==> src/rtl/punc_controller.sv <==
// PUnC LC3 control FSM: sequences fetch, decode and execute and drives every datapath strobe, select, address and immediate.
// Latency (FETCH_WAIT=1): ALU/BR/JMP/JSR/LEA 4 cycles, LD/LDR/ST/STR/STI 5 cycles, LDI 6 cycles, counted from FETCH entry back to FETCH.
// Backpressure: none; the datapath and memory are assumed to complete every access in the cycle the FSM allots to it.
module punc_controller #(
    parameter logic [3:0] HALT_OPCODE = 4'hF,
    parameter int         FETCH_WAIT  = 1
) (
    input  logic        clk,
    input  logic        rst,
    input  logic [15:0] ir,
    input  logic        N,
    input  logic        Z,
    input  logic        P,
    output logic        PC_ld_register,
    output logic        PC_ld_offset,
    output logic        PC_clr,
    output logic        PC_inc,
    output logic        IR_ld,
    output logic [2:0]  readCtrAddr,
    output logic [15:0] ctrAddr,
    output logic        immSelect,
    output logic [15:0] immValue,
    output logic [2:0]  regFile_r_addr_0,
    output logic [2:0]  regFile_r_addr_1,
    output logic [2:0]  regFile_w_addr_0,
    output logic        regFile_w_en,
    output logic [2:0]  selectALU,
    output logic        modCond,
    output logic [2:0]  W_dataSelect_RF,
    output logic [15:0] LOAD_offset,
    output logic        memWriteEn,
    output logic [1:0]  W_addrSelect_M,
    output logic [15:0] WRITE_offset,
    output logic        halted,
    output logic [2:0]  state_dbg
);

    typedef enum logic [2:0] {
        S_INIT   = 3'd0,
        S_FETCH  = 3'd1,
        S_DECODE = 3'd2,
        S_EXEC   = 3'd3,
        S_EXEC2  = 3'd4,
        S_HALT   = 3'd5
    } state_t;

    localparam logic [3:0] OP_BR  = 4'h0;
    localparam logic [3:0] OP_ADD = 4'h1;
    localparam logic [3:0] OP_LD  = 4'h2;
    localparam logic [3:0] OP_ST  = 4'h3;
    localparam logic [3:0] OP_JSR = 4'h4;
    localparam logic [3:0] OP_AND = 4'h5;
    localparam logic [3:0] OP_LDR = 4'h6;
    localparam logic [3:0] OP_STR = 4'h7;
    localparam logic [3:0] OP_NOT = 4'h9;
    localparam logic [3:0] OP_LDI = 4'hA;
    localparam logic [3:0] OP_STI = 4'hB;
    localparam logic [3:0] OP_JMP = 4'hC;
    localparam logic [3:0] OP_LEA = 4'hE;

    // Read-address mux codes
    localparam logic [2:0] RD_PC      = 3'd0;
    localparam logic [2:0] RD_PC_OFF  = 3'd2;
    localparam logic [2:0] RD_MEMDAT  = 3'd3;
    localparam logic [2:0] RD_RF0_OFF = 3'd4;
    localparam logic [2:0] RD_HOLD    = 3'd5;

    // ALU op codes
    localparam logic [2:0] ALU_ADD   = 3'd0;
    localparam logic [2:0] ALU_AND   = 3'd1;
    localparam logic [2:0] ALU_NOT   = 3'd2;
    localparam logic [2:0] ALU_PASSA = 3'd4;

    // Register-file write data codes
    localparam logic [2:0] WD_MEM    = 3'd1;
    localparam logic [2:0] WD_PC     = 3'd2;
    localparam logic [2:0] WD_PC_OFF = 3'd3;

    // Memory write address codes
    localparam logic [1:0] WA_PC_OFF  = 2'd0;
    localparam logic [1:0] WA_RF0_OFF = 2'd1;
    localparam logic [1:0] WA_MEMDAT  = 2'd2;

    localparam logic [1:0] FW = FETCH_WAIT[1:0];

    state_t     state;
    state_t     state_nxt;
    logic [1:0] fetch_cnt;
    logic [1:0] fetch_cnt_nxt;
    logic       ldi_phase;
    logic       ldi_phase_nxt;

    // Instruction fields
    logic [3:0]  opcode;
    logic [2:0]  dr;
    logic [2:0]  sr1;
    logic [2:0]  sr2;
    logic        br_taken;
    logic [15:0] sext5;
    logic [15:0] sext6;
    logic [15:0] sext9;
    logic [15:0] sext11;

    assign opcode   = ir[15:12];
    assign dr       = ir[11:9];
    assign sr1      = ir[8:6];
    assign sr2      = ir[2:0];
    assign br_taken = |(ir[11:9] & {N, Z, P});
    assign sext5    = {{11{ir[4]}}, ir[4:0]};
    assign sext6    = {{10{ir[5]}}, ir[5:0]};
    assign sext9    = {{7{ir[8]}}, ir[8:0]};
    assign sext11   = {{5{ir[10]}}, ir[10:0]};

    assign ctrAddr   = 16'h0000;
    assign state_dbg = state;

    // State register, fetch-wait counter and LDI phase; reset also abandons any in-flight instruction
    always_ff @(posedge clk) begin
        if (rst) begin
            state     <= S_INIT;
            fetch_cnt <= 2'd0;
            ldi_phase <= 1'b0;
        end else begin
            state     <= state_nxt;
            fetch_cnt <= fetch_cnt_nxt;
            ldi_phase <= ldi_phase_nxt;
        end
    end

    // Next-state and all datapath controls, decoded from state and ir
    always_comb begin
        state_nxt        = state;
        fetch_cnt_nxt    = 2'd0;
        ldi_phase_nxt    = 1'b0;
        PC_ld_register   = 1'b0;
        PC_ld_offset     = 1'b0;
        PC_clr           = 1'b0;
        PC_inc           = 1'b0;
        IR_ld            = 1'b0;
        readCtrAddr      = RD_PC;
        immSelect        = 1'b0;
        immValue         = 16'h0000;
        regFile_r_addr_0 = 3'd0;
        regFile_r_addr_1 = 3'd0;
        regFile_w_addr_0 = 3'd0;
        regFile_w_en     = 1'b0;
        selectALU        = ALU_ADD;
        modCond          = 1'b0;
        W_dataSelect_RF  = 3'd0;
        LOAD_offset      = 16'h0000;
        memWriteEn       = 1'b0;
        W_addrSelect_M   = WA_PC_OFF;
        WRITE_offset     = 16'h0000;
        halted           = 1'b0;

        // Field-derived addresses and offsets follow ir everywhere except INIT,
        // so the datapath sees them a cycle ahead of the strobe that uses them.
        if (state != S_INIT) begin
            immValue         = sext5;
            regFile_r_addr_0 = sr1;
            regFile_r_addr_1 = sr2;
            regFile_w_addr_0 = dr;
            LOAD_offset      = (opcode == OP_LDR) ? sext6 : sext9;
            if (opcode == OP_JSR)
                WRITE_offset = sext11;
            else if (opcode == OP_STR)
                WRITE_offset = sext6;
            else
                WRITE_offset = sext9;
        end

        case (state)
            S_INIT: begin
                PC_clr    = 1'b1;
                state_nxt = S_FETCH;
            end

            S_FETCH: begin
                readCtrAddr = RD_PC;
                if (fetch_cnt == FW) begin
                    state_nxt = S_DECODE;
                end else begin
                    fetch_cnt_nxt = fetch_cnt + 2'd1;
                end
            end

            S_DECODE: begin
                // pc increments here, so every pc-relative offset in EXEC is from pc+1
                IR_ld     = 1'b1;
                PC_inc    = 1'b1;
                state_nxt = (opcode == HALT_OPCODE) ? S_HALT : S_EXEC;
            end

            S_EXEC: begin
                state_nxt = S_FETCH;
                case (opcode)
                    OP_ADD, OP_AND: begin
                        selectALU    = (opcode == OP_AND) ? ALU_AND : ALU_ADD;
                        immSelect    = ir[5];
                        regFile_w_en = 1'b1;
                        modCond      = 1'b1;
                    end
                    OP_NOT: begin
                        selectALU    = ALU_NOT;
                        regFile_w_en = 1'b1;
                        modCond      = 1'b1;
                    end
                    OP_BR: begin
                        PC_ld_offset = br_taken;
                    end
                    OP_JMP: begin
                        PC_ld_register = 1'b1;
                    end
                    OP_JSR: begin
                        // R7 captures pc (already pc+1) in the same cycle pc is redirected
                        W_dataSelect_RF  = WD_PC;
                        regFile_w_addr_0 = 3'd7;
                        regFile_w_en     = 1'b1;
                        PC_ld_offset     = ir[11];
                        PC_ld_register   = ~ir[11];
                    end
                    OP_LD: begin
                        readCtrAddr = RD_PC_OFF;
                        state_nxt   = S_EXEC2;
                    end
                    OP_LDR: begin
                        readCtrAddr = RD_RF0_OFF;
                        state_nxt   = S_EXEC2;
                    end
                    OP_LDI: begin
                        readCtrAddr = RD_PC_OFF;
                        state_nxt   = S_EXEC2;
                    end
                    OP_LEA: begin
                        W_dataSelect_RF = WD_PC_OFF;
                        regFile_w_en    = 1'b1;
                        modCond         = 1'b1;
                    end
                    OP_ST, OP_STR: begin
                        // Store data is read through the ALU this cycle; the write follows
                        regFile_r_addr_0 = dr;
                        selectALU        = ALU_PASSA;
                        state_nxt        = S_EXEC2;
                    end
                    OP_STI: begin
                        // Fetch the pointer while presenting the store data
                        readCtrAddr      = RD_PC_OFF;
                        regFile_r_addr_0 = dr;
                        selectALU        = ALU_PASSA;
                        state_nxt        = S_EXEC2;
                    end
                    default: begin
                        state_nxt = S_FETCH;
                    end
                endcase
            end

            S_EXEC2: begin
                state_nxt = S_FETCH;
                case (opcode)
                    OP_LD, OP_LDR: begin
                        readCtrAddr     = RD_HOLD;
                        W_dataSelect_RF = WD_MEM;
                        regFile_w_en    = 1'b1;
                        modCond         = 1'b1;
                    end
                    OP_LDI: begin
                        if (!ldi_phase) begin
                            // First pass: dereference the pointer just read
                            readCtrAddr   = RD_MEMDAT;
                            ldi_phase_nxt = 1'b1;
                            state_nxt     = S_EXEC2;
                        end else begin
                            readCtrAddr     = RD_HOLD;
                            W_dataSelect_RF = WD_MEM;
                            regFile_w_en    = 1'b1;
                            modCond         = 1'b1;
                        end
                    end
                    OP_ST: begin
                        regFile_r_addr_0 = dr;
                        selectALU        = ALU_PASSA;
                        W_addrSelect_M   = WA_PC_OFF;
                        memWriteEn       = 1'b1;
                    end
                    OP_STR: begin
                        // Port 0 switches to BaseR for the address; data was captured in EXEC
                        regFile_r_addr_0 = sr1;
                        selectALU        = ALU_PASSA;
                        W_addrSelect_M   = WA_RF0_OFF;
                        memWriteEn       = 1'b1;
                    end
                    OP_STI: begin
                        readCtrAddr      = RD_HOLD;
                        regFile_r_addr_0 = dr;
                        selectALU        = ALU_PASSA;
                        W_addrSelect_M   = WA_MEMDAT;
                        memWriteEn       = 1'b1;
                    end
                    default: begin
                        state_nxt = S_FETCH;
                    end
                endcase
            end

            S_HALT: begin
                halted    = 1'b1;
                state_nxt = S_HALT;
            end

            default: begin
                state_nxt = S_INIT;
            end
        endcase
    end

endmodule
==> config.mk <==
export PLATFORM = sky130hd
export DESIGN_NAME = punc_controller
export DESIGN_NICKNAME = d
export VERILOG_FILES = /design/src/rtl/punc_controller.sv
export SDC_FILE = /design/constraint.sdc
export NUM_CORES = 1
export LEC_CHECK = 0
export CORE_ASPECT_RATIO = 0.75
export CORE_MARGIN = 2
export CORE_UTILIZATION = 31
export DETAILED_ROUTE_END_ITERATION = 10
export GPL_ROUTABILITY_DRIVEN = 0
export PLACE_DENSITY = 0.89
export SETUP_SLACK_MARGIN = 0.05
export SLEW_MARGIN = 15
export SYNTH_ARGS = -nofsm -noshare
export SYNTH_HDL_FRONTEND = slang
export SYNTH_SLANG_ARGS = --single-unit
==> constraint.sdc <==
create_clock -name clk -period 2.2 [get_ports clk]
set_input_delay 0.22 -clock clk [delete_from_list [all_inputs] [get_ports clk]]
set_output_delay 0.22 -clock clk [all_outputs]
set_load 0.05 [all_outputs]
; ---- Yosys cells after proc, flatten, opt, wreduce, memory -nomap -nowiden
; Cells that the tools add are included.
[classes]
n_mux = 52
n_addsub = 1
eq_ne = 20
reduce_logical = 15
bitwise = 5
[ops]
columns = operator, n
row1 = $mux W16, 6
row2 = $mux W3, 13
row3 = $pmux W3 S2, 6
row4 = $eq A4 B4 Y1 const B, 6
row5 = $pmux W3 S6, 1
row6 = $reduce_or A3 Y1, 6
row7 = $eq A4 B3 Y1 const B, 4
row8 = $mux W1, 15
row9 = $pmux W1 S2, 6
row10 = $pmux W2 S2, 3
row11 = $pmux W3 S3, 1
row12 = $eq A4 B2 Y1 const B, 2
row13 = $eq A3 B2 Y1 const B, 2
row14 = $eq A3 B3 Y1 const B, 2
row15 = $reduce_or A2 Y1, 3
row16 = $reduce_or A6 Y1, 1
row17 = $reduce_or A5 Y1, 1
row18 = $eq A4 B1 Y1 const B, 1
row19 = $logic_not A4 Y1, 1
row20 = $not A1 Y1, 4
row21 = $reduce_or A4 Y1, 1
row22 = $and A3 B3 Y3, 1
row23 = $eq A3 B1 Y1 const B, 1
row24 = $logic_not A3 Y1, 1
row25 = 5 further kinds, 5
[word_totals]
out_inout_bits = 97
elab_cells = 96
reg_bits = 6
inputBits = 21

; ---- Logic depth before layout (Yosys ltp)
; Gate-level depths: netlist of the first run.
[depth]
depth_word = 4
depth_mapped = 7
depth_no_buf = 5

; ---- Worst setup path after synthesis of the first run
; OpenSTA, ideal clock, no wires.
[synth_timing]
path_type = reg-to-output
from = register state[1] (netlist: state_dbg[1])
to = output PC_ld_register
t_arrival_ns = 3.682
stages_incl_launch_ff = 5
setup_slack_ns = -1.702
n_path_buf = 1
required_time_ns = 1.980
cell_sequence = dfxtp_1 -> buf_2 -> and2b_1 -> nand3_1 -> a2111oi_0
[synth_via]
elab_chain_cells = 2
[synth_rtl]
columns = item, line
row1 = start: declaration, 86  ; state_t state;
row2 = start signal: assignment, 124  ; state <= state_nxt;
row3 = $eq A3 B2 Y1, 172  ; case (state)
row4 = $mux W1, 172
row5 = end: declaration, 14  ; output logic PC_ld_register,
; No other way between the ends.

; ---- Worst setup path in the final report of the first run
[layout_timing]
from = input ir[12]
to = output WRITE_offset[15]
[layout_via]
elab_chain_cells = 4
elab_cells_between_ends = 5
cone_classes = eq/ne: 2 / mux: 3
[layout_rtl]
columns = item, line
row1 = start: declaration, 10  ; input logic [15:0] ir,
row2 = $eq A4 B3 Y1, 166  ; else if (opcode == OP_STR)
row3 = $mux W16, 166
row4 = $mux W16 *, 164  ; if (opcode == OP_JSR)
row5 = $mux W16 *, 158  ; if (state != S_INIT) begin
row6 = end: declaration, 33  ; output logic [15:0] WRITE_offset,
; Every way passes the cells marked *; elsewhere a longest branch is shown, timed or not.

==> results.tsv, run 1 <==
stage	metric	value	unit
power_and_ir_drop	power_density	501.4	nW/um2
power_and_ir_drop	p_sw_share	51.55	%
worst_setup_path	cp-end-kind	output pin	
floorplanning	core	4004	um2
worst_hold_path	holdCritPathClass	reg -> reg	
floorplanning	initial_utilization	31.75	%
timing	finalCritPeriodShare	97.25	%
synth	synth_top_family_by_area	buffers and inverters	
flow_run	maxCapViolCount	0	
synth	ys.flop_type	dfxtp_1	
synth	netlist_instances	192	
layout	area_growth	130.4	%
global_route	grt_pass1_vias	1545	
floorplanning	die-area	4634	um2
timing	max_slew_margin	66.50	%
placed_design	dp_slack	0.02161	ns
detailed_routing	drc_errors	0	
clock_network	clockBufferDepth	2	
worst_setup_path	ff2ff_path_depth	4	
worst_setup_path	critPathLaunch	ir[12]	
timing	period_minus_slack	2.140	ns
placed_design	hpwl	4090	um
placed_design	portBuffers	100	
worst_setup_path	critPathArrivalTime	1.92	ns
floorplanning	die_height	59.46	um
synth	yosysMostFrequentCell	buf_4	
global_route	grt_use_total	21.23	%
detailed_routing	initialDrtViolationCount	91	
worst_setup_path	critical_path_class	in -> out	
timing	skew	0.006331	ns
timing	finalWorstSetupSlack	0.06050	ns
power_and_ir_drop	p_clk_share	11.2	%
synth	netlist.top_cell.by_area	buf_4	
timing	hold_viol_final	0	
synth	async_reset_ff_share	0	%
layout	final_cells	323	
layout	n_antenna_cell	0	
synth	ys_types	45	
clock_network	cts_tree	built	
power_and_ir_drop	report.power.total	1.469	mW
layout	nets	292	
global_route	globalRouteOverflowTotal	0	
layout	final_util	73.16	%
power_and_ir_drop	seqPwrFrac	8.9	%
worst_hold_path	min_path_cells	1	
synth	synth_compound_area_share	22.34	%
placed_design	place_area	2790	um2
synth	synth_xor_area_share	0.6890	%
timing	finalHoldWorstSlack	0.4220	ns
power_and_ir_drop	combPwrFrac	79.8	%
synth	ys_seq_area_share	9.449	%
power_and_ir_drop	p_leak	1.261	nW
power_and_ir_drop	ir_drop	0.3228	mV
clock_network	numCtsBuffers	3	
floorplanning	row_count	20	
layout	final_area	2929	um2
clock_network	cts_max_level	1	
synth	synthSimpleGateAreaFrac	26.18	%
timing	rsz0062_at_grt	yes	
detailed_routing	ant_nets	0	
floorplanning	die_x	77.95	um
worst_setup_path	worstPathMaxFanout	10	
worst_setup_path	critPathLaunchType	input pin	
clock_network	postCtsHoldBufs	0	
floorplanning	io_pins	118	
worst_setup_path	endpoint	WRITE_offset[15]	
worst_setup_path	cp.required	1.98	ns
timing	slew_viol_final	0	
timing	worst_pin_slew	0.5009	ns
timing	setup_viol	0	
detailed_routing	firstDrtPassIters	4	
status	status	finished, final reports clean	
synth	synth_edf_count	0	
detailed_routing	via_per_inst	5.068	
power_and_ir_drop	p_switching	0.7571	mW
clock_network	clk_latency	0.22	ns
worst_setup_path	r2r-start	state_dbg[2]	
synth	syn_area	1271	um2
synth	synth_area_leaders	buf_4 (33%), dfxtp_1 (9.4%), a21oi_1 (4.7%)	
layout	drive_above_1_share	49.25	%
detailed_routing	wl_per_cell	15.94	um
synth	synth_mux_area_share	0.7874	%
placed_design	dp.cells	318	
detailed_routing	vias	1637	
global_route	antenna_found_initial	0	
clock_network	clk_pin_slew_worst_paths	0.03	ns
timing	timing.fmax	467.4	MHz
synth	synthesis.area_per_instance	6.621	um2
synth	ys_ff_latch	6	
timing	setup-tns-final	0	ns
power_and_ir_drop	p_int	0.7116	mW
synth	synth_fa_ha_area_share	0.9843	%
worst_setup_path	rr_endpoint	state_dbg[2]	
clock_network	clock-sinks	6	
clock_network	cts-root-buf	clkbuf_8	
worst_setup_path	rrSetupSlack	0.64	ns
synth	yosysWarnings	0	
global_route	grt_max_degree	19	
global_route	grt_pass1_wl	7810	um
synth	synth_commonest_cells	buf_4 (56), nor2_1 (15), a21oi_1 (12)	
detailed_routing	wirelength	5150	um
synth	synth_top_area_share	33.07	%
## timing repair
item,CTS,global route
resized for setup,2,17
pin swaps,1,6
setup buffers,0,2
setup endpoints to repair,8,28
## logic make-up after synthesis
group                    after synthesis
XOR/XNOR                               1
AO/OA/AOI/OAI                         44
multiplexers                           1
buffers and inverters                 75
AND/OR/NAND/NOR                       63
other                                  1
adder cells (fa/ha/maj)                1
flip-flops                             6
## area by class of cell
| type | count | area (um2) |
|---|---|---|
| fill | 259 | 1075 |
| clock buffer | 3 | 41.29 |
| multi-input combinational | 127 | 860.8 |
| sequential | 6 | 126.4 |
| timing repair buffer | 122 | 1789 |
| tap | 55 | 68.82 |
| inverter | 10 | 42.54 |
## worst min-delay path by stage
stage                       from      endpoint
floorplan                    rst  state_dbg[1]
global placement    fetch_cnt[0]  fetch_cnt[0]
detailed placement  fetch_cnt[0]  fetch_cnt[0]
CTS                 fetch_cnt[0]  fetch_cnt[0]
global route        fetch_cnt[0]  fetch_cnt[0]
finish              fetch_cnt[0]  fetch_cnt[0]
## cell usage in the layout, fill, tap and decap left out, types with 6 or more instances in the layout
cell,count
a21oi_1,6
buf_12,64
buf_4,32
clkdlybuf4s50_1,23
conb_1,17
inv_1,9
nand2_1,8
nand3_1,6
nor2_1,12
o21ai_0,6
## registers in the layout (all words and copies together) (netlist names)
register	count
ldi_phase	1
fetch_cnt	2
state_dbg	3
## worst max-delay path, cell delays in order
cell and delay [ns]:
clkdlybuf4s50_1 0.50, buf_4 0.19, nand4b_1 0.26, o21ai_1 0.25, a31oi_2 0.06, o21a_2 0.15
buf_12 0.15, buf_12 0.14
## power by group through the flow
stage | Combinational, mW | Sequential (mW) | Clock [mW]
3_5_place_dp | 1.16 | 0.132 | 0
4_1_cts | 1.16 | 0.130 | 0.166
6_report | 1.17 | 0.131 | 0.165
5_1_grt | 1.21 | 0.133 | 0.178
3_3_place_gp | 1.14 | 0.131 | 0
2_1_floorplan | 0.720 | 0.133 | 0
## per-layer routing
layer,global-route usage (%),vias up,part of all wire (%),wire [um]
met1,25.02,761,36,1855
met2,39.66,126,51,2645
met4,3.759,0,1.9,97
met5,0,-,0,0
met3,5.640,13,11,550
li1,-,737,-,-
Power figures use the tool's default switching activity.
==> run 2, diff against run 1 <==
Settings changed: MAX_ROUTING_LAYER set to met4.
==> results.tsv, run 2 (synthesized netlist as in run 1, its figures left out) <==
stage	metric	value	unit
timing	worst_pin_slew	0.5009	ns
power_and_ir_drop	power_density	501.9	nW/um2
detailed_routing	wirelength	5177	um
detailed_routing	wl_per_cell	16.03	um
timing	rsz0062_at_grt	yes	
placed_design	place_area	2790	um2
timing	finalWorstSetupSlack	0.06234	ns
layout	fillers	259	
timing	slew_viol_final	0	
clock_network	cts-root-buf	clkbuf_8	
worst_setup_path	critPathArrivalTime	1.92	ns
worst_setup_path	cp.required	1.98	ns
global_route	grt_pass1_wl	7817	um
floorplanning	initial_utilization	31.75	%
worst_setup_path	cp-end-kind	output pin	
floorplanning	die_x	77.95	um
global_route	grt_pass1_vias	1544	
clock_network	clockBufferDepth	2	
global_route	grt_use_total	21.88	%
floorplanning	io_pins	118	
clock_network	clock-sinks	6	
clock_network	cts_max_level	1	
clock_network	cts_tree	built	
clock_network	clk_pin_slew_worst_paths	0.03	ns
power_and_ir_drop	p_leak	1.261	nW
layout	final_cell_mix	buf_12 (64), buf_4 (32), clkdlybuf4s50_1 (23), conb_1 (17), nor2_1 (12)	
clock_network	postCtsHoldBufs	0	
worst_setup_path	critical_path_class	in -> out	
placed_design	dp_slack	0.02161	ns
layout	final_area	2929	um2
status	status	finished, final reports clean	
layout	drive_above_1_share	49.25	%
timing	timing.fmax	467.8	MHz
detailed_routing	ant_nets	0	
flow_run	maxCapViolCount	0	
global_route	globalRouteOverflowTotal	0	
detailed_routing	vias	1631	
layout	n_antenna_cell	0	
floorplanning	die-area	4634	um2
clock_network	numCtsBuffers	3	
timing	setup_viol	0	
worst_setup_path	critPathLaunchType	input pin	
detailed_routing	initialDrtViolationCount	89	
global_route	antenna_found_initial	0	
clock_network	clk_latency	0.23	ns
timing	period_minus_slack	2.138	ns
detailed_routing	drc_errors	0	
floorplanning	die_height	59.46	um
global_route	grt_max_degree	19	
placed_design	hpwl	4090	um
timing	finalCritPeriodShare	97.17	%
layout	layout_commonest_cell	buf_12	
detailed_routing	firstDrtPassIters	4	
layout	area_growth	130.4	%
floorplanning	core	4004	um2
layout	nets	292	
timing	hold_viol_final	0	
worst_setup_path	worstPathMaxFanout	10	
layout	final_util	73.16	%
floorplanning	row_count	20	
timing	max_slew_margin	66.50	%
timing	skew	0.006613	ns
layout	largest_register_ffs	3	
worst_hold_path	holdCritPathClass	reg -> reg	
power_and_ir_drop	report.power.total	1.470	mW
detailed_routing	via_per_inst	5.050	
placed_design	portBuffers	100	
power_and_ir_drop	ir_drop	0.3228	mV
-- run 2: cell counts in the layout (fill, tap and decap cells not counted) --
No cell type changed its count.
-- run 2: repair_timing --
item                       4_1_cts  5_1_grt
pin swaps                        1        4
resized for setup                2       17
setup endpoints to repair        8       28
buffers inserted                 0        2
-- run 2: routing by layer --
metal  wire length [um]  part of all wire [%]  global-route usage [%]
met2               2646                    51                   39.53
met5                  0                     0                       -
met4                105                   2.0                   3.759
met1               1889                    36                   25.39
met3                536                    10                   5.183
-- run 2: cell type report --
| class | instances | area [um2] | share of cell area (%) |
|---|---|---|---|
| multi-input combinational | 127 | 860.8 | 29.39 |
| sequential | 6 | 126.4 | 4.314 |
| clock buffer | 3 | 41.29 | 1.410 |
| timing repair buffer | 122 | 1789 | 61.09 |
| inverter | 10 | 42.54 | 1.452 |
| tap | 55 | 68.82 | 2.349 |
-- run 2: worst max-delay path, cell delays in order --
cell and delay [ns]:
clkdlybuf4s50_1 0.50, buf_4 0.19, nand4b_1 0.25, o21ai_1 0.25, a31oi_2 0.06, o21a_2 0.15, buf_12 0.15, buf_12 0.14
-- run 2: where the power goes --
group          leakage [nW]  total [mW]  switching [mW]  internal, mW
Sequential           0.0504       0.132          0.0163         0.116
Combinational          1.19        1.17           0.694         0.479
Clock                0.0216       0.166          0.0482         0.118
Total                  1.26        1.47           0.758         0.712
-- run 2: stage by stage --
step                hold slack (ns)  setup TNS, ns  std cells
finish                       0.4219              0        323
global route                 0.4403     -0.0006968        323
CTS                          0.4274              0        321
detailed placement           0.4225              0        318
global placement             0.4058              0        318
floorplan                    0.2887        -0.2896        208
-- run 2: path summary, 6_finish.rpt --
check	from	end	slack (ns)	cells past startpoint
min reg2reg	fetch_cnt[0]	fetch_cnt[0]	0.42	1
max reg2reg	state_dbg[2]	state_dbg[2]	0.65	4
max	ir[12]	WRITE_offset[15]	0.06	8
min	fetch_cnt[0]	fetch_cnt[0]	0.42	1
